[src/rtl/reception_fifo_module.sv]
// Serial link receiver: deserialises MSB-first en/sda/scl frames and buffers words in a FIFO.
// Optional even-parity bit after the payload when RECEPTION_PARITY_EN is defined.
module reception_fifo_module #(
  parameter int DATA_WIDTH = 8,
  parameter int FIFO_DEPTH = 4
) (
  input  logic                  clk_i,
  input  logic                  reset_i,
  input  logic                  en_i,
  input  logic                  sda_i,
  input  logic                  scl_i,
  output logic [DATA_WIDTH-1:0] data_o,
  output logic                  valid_o,
  input  logic                  ready_i,
  output logic                  hold_o,
  output logic                  err_o,
  output logic                  ovf_o
);

`ifdef RECEPTION_PARITY_EN
  localparam int FRAME_BITS = DATA_WIDTH + 1;
`else
  localparam int FRAME_BITS = DATA_WIDTH;
`endif
  localparam int CNT_W = $clog2(FRAME_BITS + 2);
  localparam int PTR_W = $clog2(FIFO_DEPTH);
  localparam int OCC_W = $clog2(FIFO_DEPTH + 1);

  localparam logic [CNT_W-1:0] CNT_FULL = CNT_W'(FRAME_BITS);
  localparam logic [CNT_W-1:0] CNT_SAT  = CNT_W'(FRAME_BITS + 1);
  localparam logic [OCC_W-1:0] OCC_MAX  = OCC_W'(FIFO_DEPTH);
  localparam logic [OCC_W-1:0] OCC_HOLD = OCC_W'(FIFO_DEPTH - 1);

  localparam logic [1:0] IDLE  = 2'd0;
  localparam logic [1:0] SHIFT = 2'd1;
  localparam logic [1:0] CHECK = 2'd2;

  logic [1:0]            state_q, state_d;
  logic                  en_q, scl_q;
  logic [CNT_W-1:0]      cnt_q, cnt_d;
  logic [FRAME_BITS-1:0] shift_q, shift_d;
  logic [PTR_W-1:0]      rd_ptr_q, rd_ptr_d, wr_ptr_q, wr_ptr_d;
  logic [OCC_W-1:0]      occ_q, occ_d;
  logic                  hold_q, err_q, ovf_q;
  logic                  err_d, ovf_d;
  logic [DATA_WIDTH-1:0] mem_q [FIFO_DEPTH];

  logic                  en_rise, en_fall, scl_rise;
  logic                  frame_ok, push, pop, full, parity_ok;
  logic [DATA_WIDTH-1:0] payload;

  assign en_rise  = en_i & ~en_q;
  assign en_fall  = ~en_i & en_q;
  assign scl_rise = scl_i & ~scl_q;

`ifdef RECEPTION_PARITY_EN
  // Even parity: payload bits XOR parity bit must be zero.
  assign payload   = shift_q[FRAME_BITS-1:1];
  assign parity_ok = ~(^shift_q);
`else
  assign payload   = shift_q;
  assign parity_ok = 1'b1;
`endif

  // NOTE: every always_comb output gets a default first so no path leaves it unassigned (no latch).
  always_comb begin
    state_d  = state_q;
    cnt_d    = cnt_q;
    shift_d  = shift_q;
    frame_ok = 1'b0;
    err_d    = 1'b0;
    case (state_q)
      IDLE: begin
        if (en_rise) begin
          cnt_d   = '0;
          shift_d = '0;
          state_d = SHIFT;
        end
      end
      SHIFT: begin
        if (en_fall) begin
          state_d = CHECK;
        end else if (en_i && scl_rise) begin
          shift_d = {shift_q[FRAME_BITS-2:0], sda_i};
          if (cnt_q != CNT_SAT) cnt_d = cnt_q + CNT_W'(1);
        end
      end
      CHECK: begin
        state_d  = IDLE;
        frame_ok = (cnt_q == CNT_FULL) && parity_ok;
        err_d    = ~frame_ok;
      end
      default: state_d = IDLE;
    endcase
  end

  // A pop in the same cycle frees the slot, so a full FIFO can still accept.
  assign full     = (occ_q == OCC_MAX);
  assign pop      = valid_o & ready_i;
  assign push     = frame_ok & (~full | pop);
  assign ovf_d    = frame_ok & full & ~pop;
  assign wr_ptr_d = push ? wr_ptr_q + PTR_W'(1) : wr_ptr_q;
  assign rd_ptr_d = pop  ? rd_ptr_q + PTR_W'(1) : rd_ptr_q;

  always_comb begin
    occ_d = occ_q;
    case ({push, pop})
      2'b10:   occ_d = occ_q + OCC_W'(1);
      2'b01:   occ_d = occ_q - OCC_W'(1);
      default: occ_d = occ_q;
    endcase
  end

  // NOTE: sequential state uses non-blocking assignments so all registers update together.
  always_ff @(posedge clk_i) begin
    if (reset_i) begin
      state_q  <= IDLE;
      en_q     <= 1'b1;
      scl_q    <= 1'b1;
      cnt_q    <= '0;
      shift_q  <= '0;
      rd_ptr_q <= '0;
      wr_ptr_q <= '0;
      occ_q    <= '0;
      hold_q   <= 1'b0;
      err_q    <= 1'b0;
      ovf_q    <= 1'b0;
    end else begin
      state_q  <= state_d;
      en_q     <= en_i;
      scl_q    <= scl_i;
      cnt_q    <= cnt_d;
      shift_q  <= shift_d;
      rd_ptr_q <= rd_ptr_d;
      wr_ptr_q <= wr_ptr_d;
      occ_q    <= occ_d;
      hold_q   <= (occ_d >= OCC_HOLD);
      err_q    <= err_d;
      ovf_q    <= ovf_d;
    end
  end

  // NOTE: storage is not reset; data_o is masked while empty so stale or X contents never leak out.
  always_ff @(posedge clk_i) begin
    if (push && !reset_i) mem_q[wr_ptr_q] <= payload;
  end

  assign valid_o = (occ_q != '0);
  assign data_o  = valid_o ? mem_q[rd_ptr_q] : '0;
  assign hold_o  = hold_q;
  assign err_o   = err_q;
  assign ovf_o   = ovf_q;

endmodule

[config.mk]
export PLATFORM = sky130hd
export DESIGN_NAME = reception_fifo_module
export DESIGN_NICKNAME = d
export VERILOG_FILES = /design/src/rtl/reception_fifo_module.sv
export SDC_FILE = /design/constraint.sdc
export NUM_CORES = 1
export LEC_CHECK = 0
export CAP_MARGIN = 0
export CORE_UTILIZATION = 57
export DETAILED_ROUTE_END_ITERATION = 7
export GPL_TIMING_DRIVEN = 0
export PLACE_DENSITY = 0.78
export SYNTH_ARGS = -nofsm -noshare
export SYNTH_HDL_FRONTEND = slang
export SYNTH_SLANG_ARGS = --single-unit
[constraint.sdc]
create_clock -name clk_i -period 2.8 [get_ports clk_i]
set_input_delay 0.42 -clock clk_i [delete_from_list [all_inputs] [get_ports clk_i]]
set_output_delay 0.42 -clock clk_i [all_outputs]
set_load 0.1 [all_outputs]
[After elaboration in Yosys (flattened, before gate mapping)]
Memories as Yosys holds them, arrays and structs flattened. A register that Yosys moved wholly into a read port is not among the register bits.
Cells that the tools add are included.
Storage, ports and cells
  bits in registers: 26
  bits in writable memories: 32
  word-level logic and storage cells: 74
  memories kept: 1
  input port bits: 6
  output and inout port bits: 12
Operators by class
  equal/unequal tests: 12
  mux-type cells: 19
  magnitude comparators: 1
  $add $sub $neg: 5
  bitwise operators: 15
  reductions and logical operators: 10
Memories
  mem_q: depth 4, width 8, rd ports 1, clocked after Yosys merged registers in 1, write ports 1, RTL line 46  | logic [DATA_WIDTH-1:0] mem_q [FIFO_DEPTH];
Operator list (number)
  $mux W8: 4
  $mux W4: 4
  $pmux W8 S2: 1
  $ne A2 B2 Y1 const B: 5
  $mux W2: 4
  $pmux W4 S2: 1
  $and A1 B1 Y1: 7
  $not A1 Y1: 7
  $pmux W3 S2: 1
  $reduce_and A5 Y1: 1
  $add A2 B1 Y2 const B: 2
  $add A4 B1 Y4 const B: 1
  $eq A2 B1 Y1 const B: 2
  $eq A2 B2 Y1 const B: 2
  $eq A4 B4 Y1 const B: 1
  $ne A4 B4 Y1 const B: 1
  $pmux W2 S2: 1
  $reduce_and A4 Y1: 1
  $add A3 B1 Y3 const B: 1
  $eq A3 B3 Y1 const B: 1
  $ge A3 B2 Y1 const B: 1
  $mux W1: 3
  $reduce_bool A3 Y1: 1
  $sub A3 B1 Y3 const B: 1
  other kinds (7): 8

[Depth between registers and ports, before layout]
Gate-level depths: netlist (run 1).
  depth after elaboration: 7
  mapped depth: 10
  gate-level depth less buffers: 10

[Worst setup path before layout (run 1)]
OpenSTA, ideal clock, no wires.
  path type: flip-flop to output port
  start point: register occ_q[1]
  end point: output data_o[0]
  data required time: 2.380 ns
  buffers on the path: 2
  data arrival time: 2.506 ns
  path slack: -0.126 ns
  stages on the path, launching flop included: 6
  cells stage by stage: dfxtp_1 > buf_2 > nor2_1 > nand2_1 > clkbuf_1 > and2_1
On the way
  word-level cells in the longest chain between the ends: 2
RTL lines
  from (decl): RTL line 43  | logic [OCC_W-1:0] occ_q, occ_d;
  from (signal assigned): RTL line 124  | occ_q <= '0;
  from (signal assigned): RTL line 136  | occ_q <= occ_d;
  $reduce_bool A3 Y1: RTL line 148  | assign valid_o = (occ_q != '0);
  via valid_o: RTL line 13  | output logic valid_o,
  $mux W8: RTL line 149  | assign data_o = valid_o ? mem_q[rd_ptr_q] : '0;
  to (decl): RTL line 12  | output logic [DATA_WIDTH-1:0] data_o,
The timed path passes the listed nets, and every way through them passes these cells.

[Worst setup path after layout (run 1)]
  start point: register occ_q[1]
  end point: output valid_o
On the way
  word-level cells in the longest chain between the ends: 1
RTL lines (RTL line)
  $reduce_bool A3 Y1: 148
  to (decl): 13
Every way passes these cells.

==> out/summary.txt, run 1 <==
cts hold-fix bufs - 0
Yosys top cell by area - edfxtp_1
Clock power frac - 0.490
Die Wd - 69.2 um
RR Startpoint - cnt_q[0]$_SDFFE_PP0P_
Clock transition at path regs - 0.06 ns
Cells after Synth - 202
Pint - 1.55 mW
number of DRC markers in iteration 0 - 65
number of core rows - 24
mapped cell area - 0.00257 mm^2
status - finished clean
Layout area overhead - 16.5%
largest net degree at the start of global routing - 11
Syn Nets - 216
H-tree depth - 3
Post-synth EDFFs - 32
Seq/Total Area, Yosys - 0.592
Worst Skew - 0.00252 ns
slowest stage delay, CP - 0.88 ns
die height - 69.2 um
placed cell count - 270
Avg WL per Cell - 15.1 um
placed wire-length estimate - 2.89 mm
routed wl met2 - 2.10 mm
Final ANT Viol Nets - 0
top routing layer used - met4
Fmax - 0.388 GHz
RSZ-0062 raised after global routing - false
Pre-antenna DRT Iters - 5
Yosys top cell area share - 0.374
min cycle time layout - 2.58 ns
share of cells above drive strength 1 - 0.201
final net count - 243
vias per cell - 5.58
class of the worst hold path - reg2reg
period utilisation layout - 0.921
I/O pin count - 18
Critical Path AT - 2.16 ns
crit-path cells - buf_2, nor2_1, nand2_1, clkbuf_2, dlygate4sd2_1
synth top area cells - edfxtp_1 37%, dfxtp_1 22%, mux4_2 7.0%
Crit path required time - 2.38 ns
setup violators final - 0
clk root buf - clkbuf_8
final wirelength - 4.31 mm
Crit Path Category - reg2out
Critical Path End Type - output pin
Switch Pwr - 0.336 mW
buffer and inverter count on the worst path - 3
post-synthesis area per instance - 12.7 um^2
CP startpoint kind - flip-flop
Main synth FF type - edfxtp_1
wl on met1 - 1.94 mm
LEAKAGE - 1.07 nW
total setup buffers inserted after CTS - 0
routability cong. - 0.830
pwr dens - 629 mW/mm^2
#FFs+latches synth - 60
Crit Path Max Fanout - 10
sw frac - 0.178
Slew HR - 0.351
Logic pwr share - 0.020
Core Area - 0.00435 mm^2
cts repair resizes - 9
worst-margin pin slew - 0.970 ns
Hold Worst Slack - 0.506 ns
synth unique cells - 47
CP startpoint - occ_q[1]$_SDFF_PP0_
ys async rst share - 0
Reg power frac - 0.490
kind of cell adding the most delay to the critical path - buffers and inverters
worst skew pair latency - 0.33 ns
slowest CP cell - dlygate4sd2_1
Final Total Pwr - 1.88 mW
setup_tns - 0 ns
vias in the first global route - 1,597
Remaining Overflow, GRT - 0
all-layer global routing usage - 0.206
CTS tree - built
residual DRC count - 0
vias - 1,595
Initial Util - 0.591
synth warn - 0
ANT cells - 0
TritonCTS buffer count - 9
non-filler cells, final - 286
initial antenna violation count - 0
Buffers on Ports - 16
max_cap viols - 0
min-delay src - en_q$_SDFF_PP1_
clock buffer depth - 2
first-pass GRT wire length - 7.51 mm
Fin. Hold Viols - 0
routed wl met3 - 193 um
Clock Sinks - 60
pins over their slew limit - 0
maximum vdd drop - 0.422 mV
Die Area - 0.00478 mm^2
cells in the final DEF (no fill, tap or decap), types with 8 or more instances in the layout:
cell / instances
clkbuf_8: 10
and2_1: 13
mux4_2: 8
a22oi_1: 8
nor2_1: 23
edfxtp_1: 32
clkbuf_2: 9
inv_1: 10
dfxtp_1: 28
final timing paths:
| path | to | slack [ns] | cells after the start |
|---|---|---|---|
| setup / recovery | valid_o | 0.22 | 5 |
| hold / removal | state_q[1]$_SDFFE_PP0P_ | 0.51 | 2 |
| hold reg to reg | state_q[1]$_SDFFE_PP0P_ | 0.51 | 2 |
| setup reg to reg | hold_o$_SDFF_PP0_ | 0.49 | 9 |
power groups by stage:
stage                     Sequential, mW  Combinational (mW)  Clock [mW]
after global placement             0.943              0.0370           0
after detailed placement           0.943              0.0378           0
final                              0.924              0.0382       0.923
after floorplan                    0.943              0.0237           0
after global routing               0.924              0.0425       0.982
after CTS                          0.924              0.0384       0.937
cell type report:
class                   instances  area [um^2]
well taps                      52         65.1
plain buffers                   9         42.5
clock inverters                 5         98.8
multi-input cells             123          971
repair buffers                 16          119
inverters                      10         37.5
clock buffers                  11          141
fillers                       319         1360
flip-flops and latches         60         1520
metal layers:
metal / global-route usage / up-vias
met5: 0 / -
met4: 0.0839 / 0
met3: 0.0687 / 11
met2: 0.324 / 39
met1: 0.264 / 764
li1: - / 781
through the flow:
stage / setup WS [ns] / area [um^2] / utilization
global route: 0.0833 / 3000 / 0.688
finish: 0.221 / 3000 / 0.688
detailed placement: 0.133 / 2800 / 0.643
CTS: 0.0601 / 3030 / 0.695
global placement: 0.139 / 2800 / 0.643
floorplan: 0.380 / 2570 / -
flip-flops by register name, indices dropped and copies added, names as in the netlist, 2 cells and up, named ones only:
| name | flops |
|---|---|
| mem_q | 32 |
| payload | 8 |
| cnt_q | 4 |
| occ_q | 3 |
| rd_ptr_q | 2 |
| state_q | 2 |
| wr_ptr_q | 2 |
worst reg2reg max path, cell delays in order, from the launching register on:
cell and delay (ns):
dfxtp_1 0.35, inv_1 0.07, ha_1 0.17, nand3b_1 0.14, nor2_2 0.30, nor2_1 0.11, fa_1 0.44, o31a_1 0.32
o211a_1 0.23, a41oi_2 0.12
synthesized netlist by cell type, types with 2 or more instances:
library cell,instances
nand3b_1,2
xor2_1,2
clkbuf_1,5
o21ai_0,3
nand3_1,5
ha_1,7
a21oi_1,3
nand2_1,4
o21ai_1,2
nor2_1,23
nor2b_1,2
and2_1,13
mux4_2,8
nor3_1,5
dfxtp_1,28
edfxtp_1,32
a22oi_1,8
buf_2,3
nor3b_1,2
inv_1,10
xnor2_1,6
or2_2,4
logic make-up after synthesis:
| group | count (synthesis) | share of synthesized area |
|---|---|---|
| flip-flops | 60 | 0.592 |
| AND/OR/NAND/NOR | 71 | 0.154 |
| adder cells (fa/ha/maj) | 9 | 0.0457 |
| AO/OA/AOI/OAI | 26 | 0.0769 |
| XOR/XNOR | 8 | 0.0273 |
| multiplexers | 9 | 0.0740 |
| buffers and inverters | 19 | 0.0307 |
Note: power is estimated with default switching activity, not from simulation.
==> run 2, diff against run 1 <==
PLACE_DENSITY = 0.88   (was 0.78)
==> run 2 against run 1 <==
Wire length increased by 0.23%. Sequential share of layout area about the same. Largest cell class unchanged. Sequential power about the same. Count of clock-buffer cells in the layout unchanged.
==> out/summary.txt, run 2 (same netlist as run 1, synthesis figures left out) <==
status - finished clean
LEAKAGE - 1.07 nW (+0.22%)
Largest register FFs - 32 (unchanged)
Layout area overhead - 16.6% (about the same)
clk root buf - clkbuf_8
placed cell count - 270 (unchanged)
worst skew pair latency - 0.34 ns (about the same)
placed instance area - 0.00280 mm^2 (unchanged)
CP startpoint kind - flip-flop
number of DRC markers in iteration 0 - 115 (+77%)
Final Total Pwr - 1.90 mW (+0.77%)
Pre-antenna DRT Iters - 4 (-1)
Slew HR - 0.354 (+0.00280)
Die Area - 0.00478 mm^2 (unchanged)
routability cong. - 0.788 (-5.1%)
clock buffer depth - 2 (unchanged)
residual DRC count - 0 (unchanged)
Top reg by flops - mem_q
number of core rows - 24 (unchanged)
final non-filler cell area - 0.00300 mm^2 (about the same)
Fmax - 0.386 GHz (-0.58%)
period utilisation layout - 0.926 (+0.00536)
Clock Sinks - 60 (unchanged)
placed wire-length estimate - 2.85 mm (-1.2%)
first-pass GRT wire length - 7.41 mm (-1.3%)
Final ANT Viol Nets - 0 (unchanged)
final wirelength - 4.32 mm (+0.23%)
Die Wd - 69.2 um (unchanged)
Crit Path Category - reg2out
maximum vdd drop - 0.643 mV (+52%)
ANT cells - 0 (unchanged)
Clock transition at path regs - 0.06 ns (about the same)
Avg WL per Cell - 15.1 um (+0.23%)
I/O pin count - 18 (unchanged)
non-filler cells, final - 286 (unchanged)
all-layer global routing usage - 0.206 (about the same)
TritonCTS buffer count - 9 (unchanged)
H-tree depth - 3 (unchanged)
setup_tns - 0 ns (unchanged)
min cycle time layout - 2.59 ns (+0.0150 ns)
setup violators final - 0 (unchanged)
largest net degree at the start of global routing - 12 (+1)
Crit Path Max Fanout - 10 (unchanged)
Critical Path AT - 2.17 ns (about the same)
Critical Path End Type - output pin
Initial Util - 0.591 (unchanged)
RSZ-0062 raised after global routing - false
initial antenna violation count - 0 (unchanged)
worst-margin pin slew - 0.966 ns (-0.00418 ns)
final net count - 243 (unchanged)
max_cap viols - 0 (unchanged)
pwr dens - 633 mW/mm^2 (+0.73%)
vias - 1,609 (+0.88%)
die height - 69.2 um (unchanged)
class of the worst hold path - reg2reg
Crit path required time - 2.38 ns (about the same)
vias in the first global route - 1,596 (-0.063%)
most frequent cells in the layout - 32 x edfxtp_1, 28 x dfxtp_1, 23 x nor2_1
pins over their slew limit - 0 (unchanged)
Remaining Overflow, GRT - 0 (unchanged)
Buffers on Ports - 16 (unchanged)
share of cells above drive strength 1 - 0.205 (+0.00427)
most common cell after layout, fill and taps aside - edfxtp_1
Core Area - 0.00435 mm^2 (unchanged)
Fin. Hold Viols - 0 (unchanged)
vias per cell - 5.63 (+0.88%)
CTS tree - built
Worst Skew - 0.00953 ns (+0.00700 ns)
-- run 2: cell counts in the layout (fill, tap and decap cells not counted) --
Identical to the previous run, type by type.
-- run 2: final timing paths --
check             slack, ns  cells past startpoint                  start                      end
hold reg to reg        0.47                      2        en_q$_SDFF_PP1_  state_q[1]$_SDFFE_PP0P_
setup / recovery       0.21                      5    occ_q[1]$_SDFF_PP0_                  valid_o
setup reg to reg       0.51                      9  cnt_q[0]$_SDFFE_PP0P_        hold_o$_SDFF_PP0_
hold / removal         0.47                      2        en_q$_SDFF_PP1_  state_q[1]$_SDFFE_PP0P_
-- run 2: critical path, cell delays in order, from the launching register on --
cell	delay, ns
dfxtp_1	0.35
buf_2	0.19
nor2_1	0.10
nand2_1	0.10
clkbuf_2	0.22
dlygate4sd2_1	0.88
-- run 2: where the power goes --
part | leakage [nW] | switching (mW) | internal [mW]
clock | 0.123 | 0.325 | 0.613
combinational | 0.433 | 0.0214 | 0.0168
sequential | 0.513 | 0.00332 | 0.920
-- run 2: stage by stage --
stage,utilization,setup WS [ns],hold WS (ns)
2_1_floorplan,-,0.380,0.452
3_3_place_gp,0.643,0.133,0.461
3_5_place_dp,0.643,0.113,0.473
4_1_cts,0.695,0.0651,0.481
5_1_grt,0.689,0.0831,0.510
6_report,0.689,0.206,0.470
-- run 2: area by class of cell --
class / count / area, um^2
inverters: 10 / 37.5
multi-input cells: 123 / 971
clock inverters: 5 / 100
repair buffers: 16 / 119
clock buffers: 11 / 141
flip-flops and latches: 60 / 1520
plain buffers: 9 / 42.5
well taps: 52 / 65.1
fillers: 323 / 1360
-- run 2: layer usage --
layer	GRT usage	wire length [um]
met5	0	0
met4	0.116	106
met3	0.0439	192
met2	0.338	2170
met1	0.255	1850
-- run 2: repair_timing --
action / 4_1_cts / 5_1_grt
setup endpoints to repair: 9 / 8
gates resized for setup: 9 / 16
pin swaps: 0 / 0
hold buffers: 0 / 0
buffers inserted: 0 / 0
cloned: 0 / 0
==> run 3, diff against run 2 <==
CORE_UTILIZATION = 35   (was 57)
PLACE_DENSITY = 0.62   (was 0.88)
==> run 3 against run 2 <==
Global-route usage decreased by 7.5 points. Design area grew 1.0%. Cell count up 15%.
==> out/summary.txt, run 3 (same netlist as run 1, synthesis figures left out) <==
placed wire-length estimate - 3.00 mm (+5.2%)
number of DRC markers in iteration 0 - 78 (-32%)
routability cong. - 0.807 (+2.4%)
class of the worst hold path - reg2reg
cts hold-fix bufs - 0 (unchanged)
Fillers - 642 (+99%)
vias - 1,546 (-3.9%)
ANT cells - 0 (unchanged)
Clock Sinks - 60 (unchanged)
share of cells above drive strength 1 - 0.205 (unchanged)
largest net degree at the start of global routing - 12 (unchanged)
Crit Path Max Fanout - 10 (unchanged)
Die Wd - 87.7 um (+27%)
placed cell count - 314 (+16%)
TritonCTS buffer count - 9 (unchanged)
initial antenna violation count - 0 (unchanged)
Top reg by flops - mem_q
min cycle time layout - 2.60 ns (+0.00294 ns)
I/O pin count - 18 (unchanged)
Worst Skew - 0.00738 ns (-0.00214 ns)
Crit path required time - 2.38 ns (about the same)
Pre-antenna DRT Iters - 4 (unchanged)
cts repair resizes - 9 (unchanged)
LEAKAGE - 1.05 nW (-1.9%)
first-pass GRT wire length - 7.25 mm (-2.2%)
critical path endpoint - valid_o
CP startpoint kind - flip-flop
total setup buffers inserted after CTS - 0 (unchanged)
die height - 87.7 um (+27%)
H-tree depth - 3 (unchanged)
max_cap viols - 0 (unchanged)
non-filler cells, final - 330 (+15%)
post-layout util - 0.436 (-0.252)
all-layer global routing usage - 0.131 (-0.0754)
Remaining Overflow, GRT - 0 (unchanged)
worst skew pair latency - 0.33 ns (about the same)
vias in the first global route - 1,511 (-5.3%)
Crit Path Category - reg2out
pwr dens - 595 mW/mm^2 (-6.0%)
maximum vdd drop - 0.272 mV (-58%)
Global Route met2 Usage - 0.207 (-0.130)
Avg WL per Cell - 13.4 um (-11%)
Global Route met3 Usage - 0.0509 (+0.00704)
CTS tree - built
RSZ-0062 raised after global routing - false
Critical Path AT - 2.18 ns (about the same)
Layout area overhead - 17.8%
status - finished clean
most common cell after layout, fill and taps aside - edfxtp_1
Fmax - 0.385 GHz (-0.11%)
Largest register FFs - 32 (unchanged)
Fin. Hold Viols - 0 (unchanged)
Final Total Pwr - 1.80 mW (-5.1%)
most frequent cells in the layout - 32 x edfxtp_1, 28 x dfxtp_1, 23 x nor2_1
RR Startpoint - cnt_q[0]$_SDFFE_PP0P_
GRT met1 Usage - 0.159 (-0.0958)
number of core rows - 30 (+25%)
Final WS setup - 0.203 ns (-0.00294 ns)
Die Area - 0.00769 mm^2 (+61%)
Critical Path End Type - output pin
Clock transition at path regs - 0.07 ns (about the same)
setup violators final - 0 (unchanged)
residual DRC count - 0 (unchanged)
period utilisation layout - 0.927 (+0.00105)
Buffers on Ports - 16 (unchanged)
Reg2Reg Capture Point - hold_o$_SDFF_PP0_
pins over their slew limit - 0 (unchanged)
Final ANT Viol Nets - 0 (unchanged)
dpl ws - 0.0938 ns (-0.0188 ns)
Initial Util - 0.370 (-0.220)
worst-margin pin slew - 0.965 ns (-0.000282 ns)
final net count - 243 (unchanged)
busiest grt layer - met2
clock buffer depth - 2 (unchanged)
CP startpoint - occ_q[1]$_SDFF_PP0_
Slew HR - 0.354 (about the same)
final wirelength - 4.42 mm (+2.3%)
cells on worst reg2reg path - 9 (unchanged)
vias per cell - 4.68 (-17%)
Core Area - 0.00694 mm^2 (+59%)
r2r setup slk - 0.49 ns (-0.02 ns)
clk root buf - clkbuf_8
-- run 3: layout make-up --
type,instances,area (um^2),share of cell area
timing repair buffer,16,119,0.0393
tap,96,120,0.0397
inverter,10,37.5,0.0124
multi-input combinational,123,971,0.321
sequential,60,1520,0.502
clock buffer,10,128,0.0421
clock inverter,6,88.8,0.0293
buffer,9,42.5,0.0140
-- run 3: critical path, cell delays in order, from the launching register on --
cell and delay (ns):
dfxtp_1 0.35, buf_2 0.20, nor2_1 0.09, nand2_1 0.10
clkbuf_2 0.22, dlygate4sd2_1 0.88
-- run 3: where the power goes --
part / internal, mW / switching (mW) / leakage [nW]
clock: 0.501 / 0.341 / 0.102
combinational: 0.0167 / 0.0210 / 0.433
sequential: 0.920 / 0.00327 / 0.513
total: 1.44 / 0.365 / 1.05
-- run 3: through the flow --
| step | instance area, um^2 | setup TNS (ns) | hold WS [ns] |
|---|---|---|---|
| 2_1_floorplan | 2570 | 0 | 0.452 |
| 3_3_place_gp | 2850 | 0 | 0.468 |
| 3_5_place_dp | 2850 | 0 | 0.469 |
| 4_1_cts | 3060 | -0.00143 | 0.478 |
| 5_1_grt | 3030 | 0 | 0.522 |
| 6_report | 3030 | 0 | 0.477 |
-- run 3: how the worst min path moves through the flow --
stage	from	to	depth (start not counted)
floorplan	en_q$_SDFF_PP1_	state_q[1]$_SDFFE_PP0P_	2
global placement	en_q$_SDFF_PP1_	state_q[1]$_SDFFE_PP0P_	2
detailed placement	en_q$_SDFF_PP1_	state_q[1]$_SDFFE_PP0P_	2
CTS	en_q$_SDFF_PP1_	state_q[1]$_SDFFE_PP0P_	2
global route	en_q$_SDFF_PP1_	state_q[1]$_SDFFE_PP0P_	2
finish	en_q$_SDFF_PP1_	state_q[1]$_SDFFE_PP0P_	2
-- run 3: metal layers --
layer	wire [um]	part of all wire
met3	169	0.038
met1	2040	0.46
met2	2130	0.48
met5	0	0
met4	76	0.017
==> RTL change: new RTL, flow settings as in run 3 <==
Register the output `ovf_o` once more, with the module's reset; this adds one clock of latency there. The other outputs are not delayed to match.
--- a/src/rtl/reception_fifo_module.sv
+++ b/src/rtl/reception_fifo_module.sv
@@ -151,3 +151,9 @@
   assign err_o   = err_q;
-  assign ovf_o   = ovf_q;
+  always_ff @(posedge clk_i) begin
+    if (reset_i) begin
+      ovf_o <= '0;
+    end else begin
+      ovf_o <= ovf_q;
+    end
+  end
 
Formal check against the unedited RTL: same outputs for any inputs over 10 cycles, from zero or initial values and one cycle with reset_i high; that may be too few to reach the edited logic, so the function may still have changed.
==> RTL change against run 3 <==
Count of clock-buffer cells in the layout increased by 1. Global-route usage increased by 0.29 points. Clock power decreased by 9.9%. Worst setup slack got worse by 0.0094 ns. Power decreased by 3.8%. Hold slack got worse by 0.034 ns. Largest power group unchanged. Routed wire length decreased by 1.6%. Cell count increased by 1.5%. Die area increased by 1.1%. Critical path depth unchanged. Synthesized area increased by 1.2%. Critical endpoint unchanged. Cell area unchanged. Sequential cell count increased by 1.
==> RTL change: results (changes against run 3) <==
| Metric | Value |
|---|---|
| Skew final | 0.0107 ns (+0.00334 ns) |
| Top post-synthesis cells by count | 32 x edfxtp_1, 29 x dfxtp_1, 23 x nor2_1 |
| Design area | 3030 um2 (unchanged) |
| Post-DP HPWL | 2920 um (-2.6%) |
| Multi-input combinational area share | 32.3% (+0.21 points) |
| Status | finished clean |
| Worst Max-Slew Pin Slew | 0.964 ns (-0.00116 ns) |
| Placed Instance Area | 2880 um2 (+0.83%) |
| Initial DRC count | 61 (-22%) |
| Global routing usage on met3 | 5.32% (+0.23 points) |
| Fill cells | 712 (+11%) |
| Final clock-cell share | 6.36% (-0.79 points) |
| Hold path start | ovf_q |
| Post-synthesis sequential area ratio | 59.3% (+0.087 points) |
| NumNets Final | 245 (+0.82%) |
| Detailed Route WL | 4350 um (-1.6%) |
| FF+latch count | 61 (+1.7%) |
| GR Util met1 | 15.8% (-0.083 points) |
| Data buffer area share | 5.12% (-0.21 points) |
| CLK BUF | 11 (+1) |
| Met3 wire len | 202 um (+20%) |
| Root Driver | clkbuf_8 |
| Max layer used | met4 |
| GRT Overall Usage | 13.4% (+0.29 points) |
| Peak supply drop | 0.289 mV (+6.1%) |
| Gpl congestion | 0.737 (-8.6%) |
| Metal-1 WL | 2040 um (-0.24%) |
| First-pass GRT wire length | 7560 um (+4.4%) |
| Area contributors post-synth | edfxtp_1 37%, dfxtp_1 22%, mux4_2 6.9% |
| Number of global-route vias before repair | 1556 (+3.0%) |
| DRT Pass-1 Iters | 4 (unchanged) |
| Syn nets | 219 (+1.4%) |
| Vias per cell | 4.72 (+0.67%) |
| P_leak | 1.05 nW (+0.18%) |
| Port bufs | 15 (-1) |
| Layout cells sized above 1 | 19.9% (-0.60 points) |
| Hold Path End | ovf_o |
RTL change: cell count changes in the layout (fill, tap and decap cells not counted):
| cell | change |
|---|---|
| bufinv_16 | -1 |
| clkbuf_1 | +1 |
| clkbuf_8 | +1 |
| clkdlybuf4s50_1 | -1 |
| clkinv_1 | +1 |
| clkinv_2 | +1 |
| clkinv_4 | -1 |
| clkinvlp_4 | -1 |
| dfxtp_1 | +1 |
| nor2b_1 | +1 |
RTL change: how the worst max path moves through the flow:
stage	start	end
floorplan	occ_q[1]	data_o[0]
detailed placement	flop	data_o[5]
global placement	flop	data_o[4]
global route	occ_q[1]	valid_o
CTS	flop	data_o[5]
finish	occ_q[1]	valid_o
RTL change: where the power goes:
part	switching (mW)	leakage, nW	internal (mW)
Sequential	0.00328	0.521	0.934
Combinational	0.0211	0.432	0.0158
Clock	0.330	0.0967	0.429
Total	0.354	1.05	1.38
RTL change: logic make-up after synthesis:
logic type,count (synthesis),share of synthesized area (%)
AND/OR/NAND/NOR,72,15.4
flip-flops,61,59.3
AO/OA/AOI/OAI,26,7.60
buffers and inverters,20,3.17
multiplexers,9,7.31
adder cells (fa/ha/maj),9,4.52
XOR/XNOR,8,2.69
RTL change: per-stage QoR:
step | hold slack (ns) | setup slack (ns) | total power, mW | instances
after floorplan | 0.414 | 0.380 | 0.982 | 205
after global placement | 0.423 | 0.126 | 0.994 | 319
after detailed placement | 0.435 | 0.0990 | 0.995 | 319
after CTS | 0.452 | 0.00945 | 1.75 | 335
after global routing | 0.463 | 0.0396 | 1.80 | 335
final | 0.443 | 0.194 | 1.73 | 335
RTL change: worst max-delay path, delay by kind of cell (launching register included):
family / cells / cell delay [ns]
buffers and inverters: 3 / 1.30
and+or+nand+nor: 2 / 0.19
DFF: 1 / 0.36
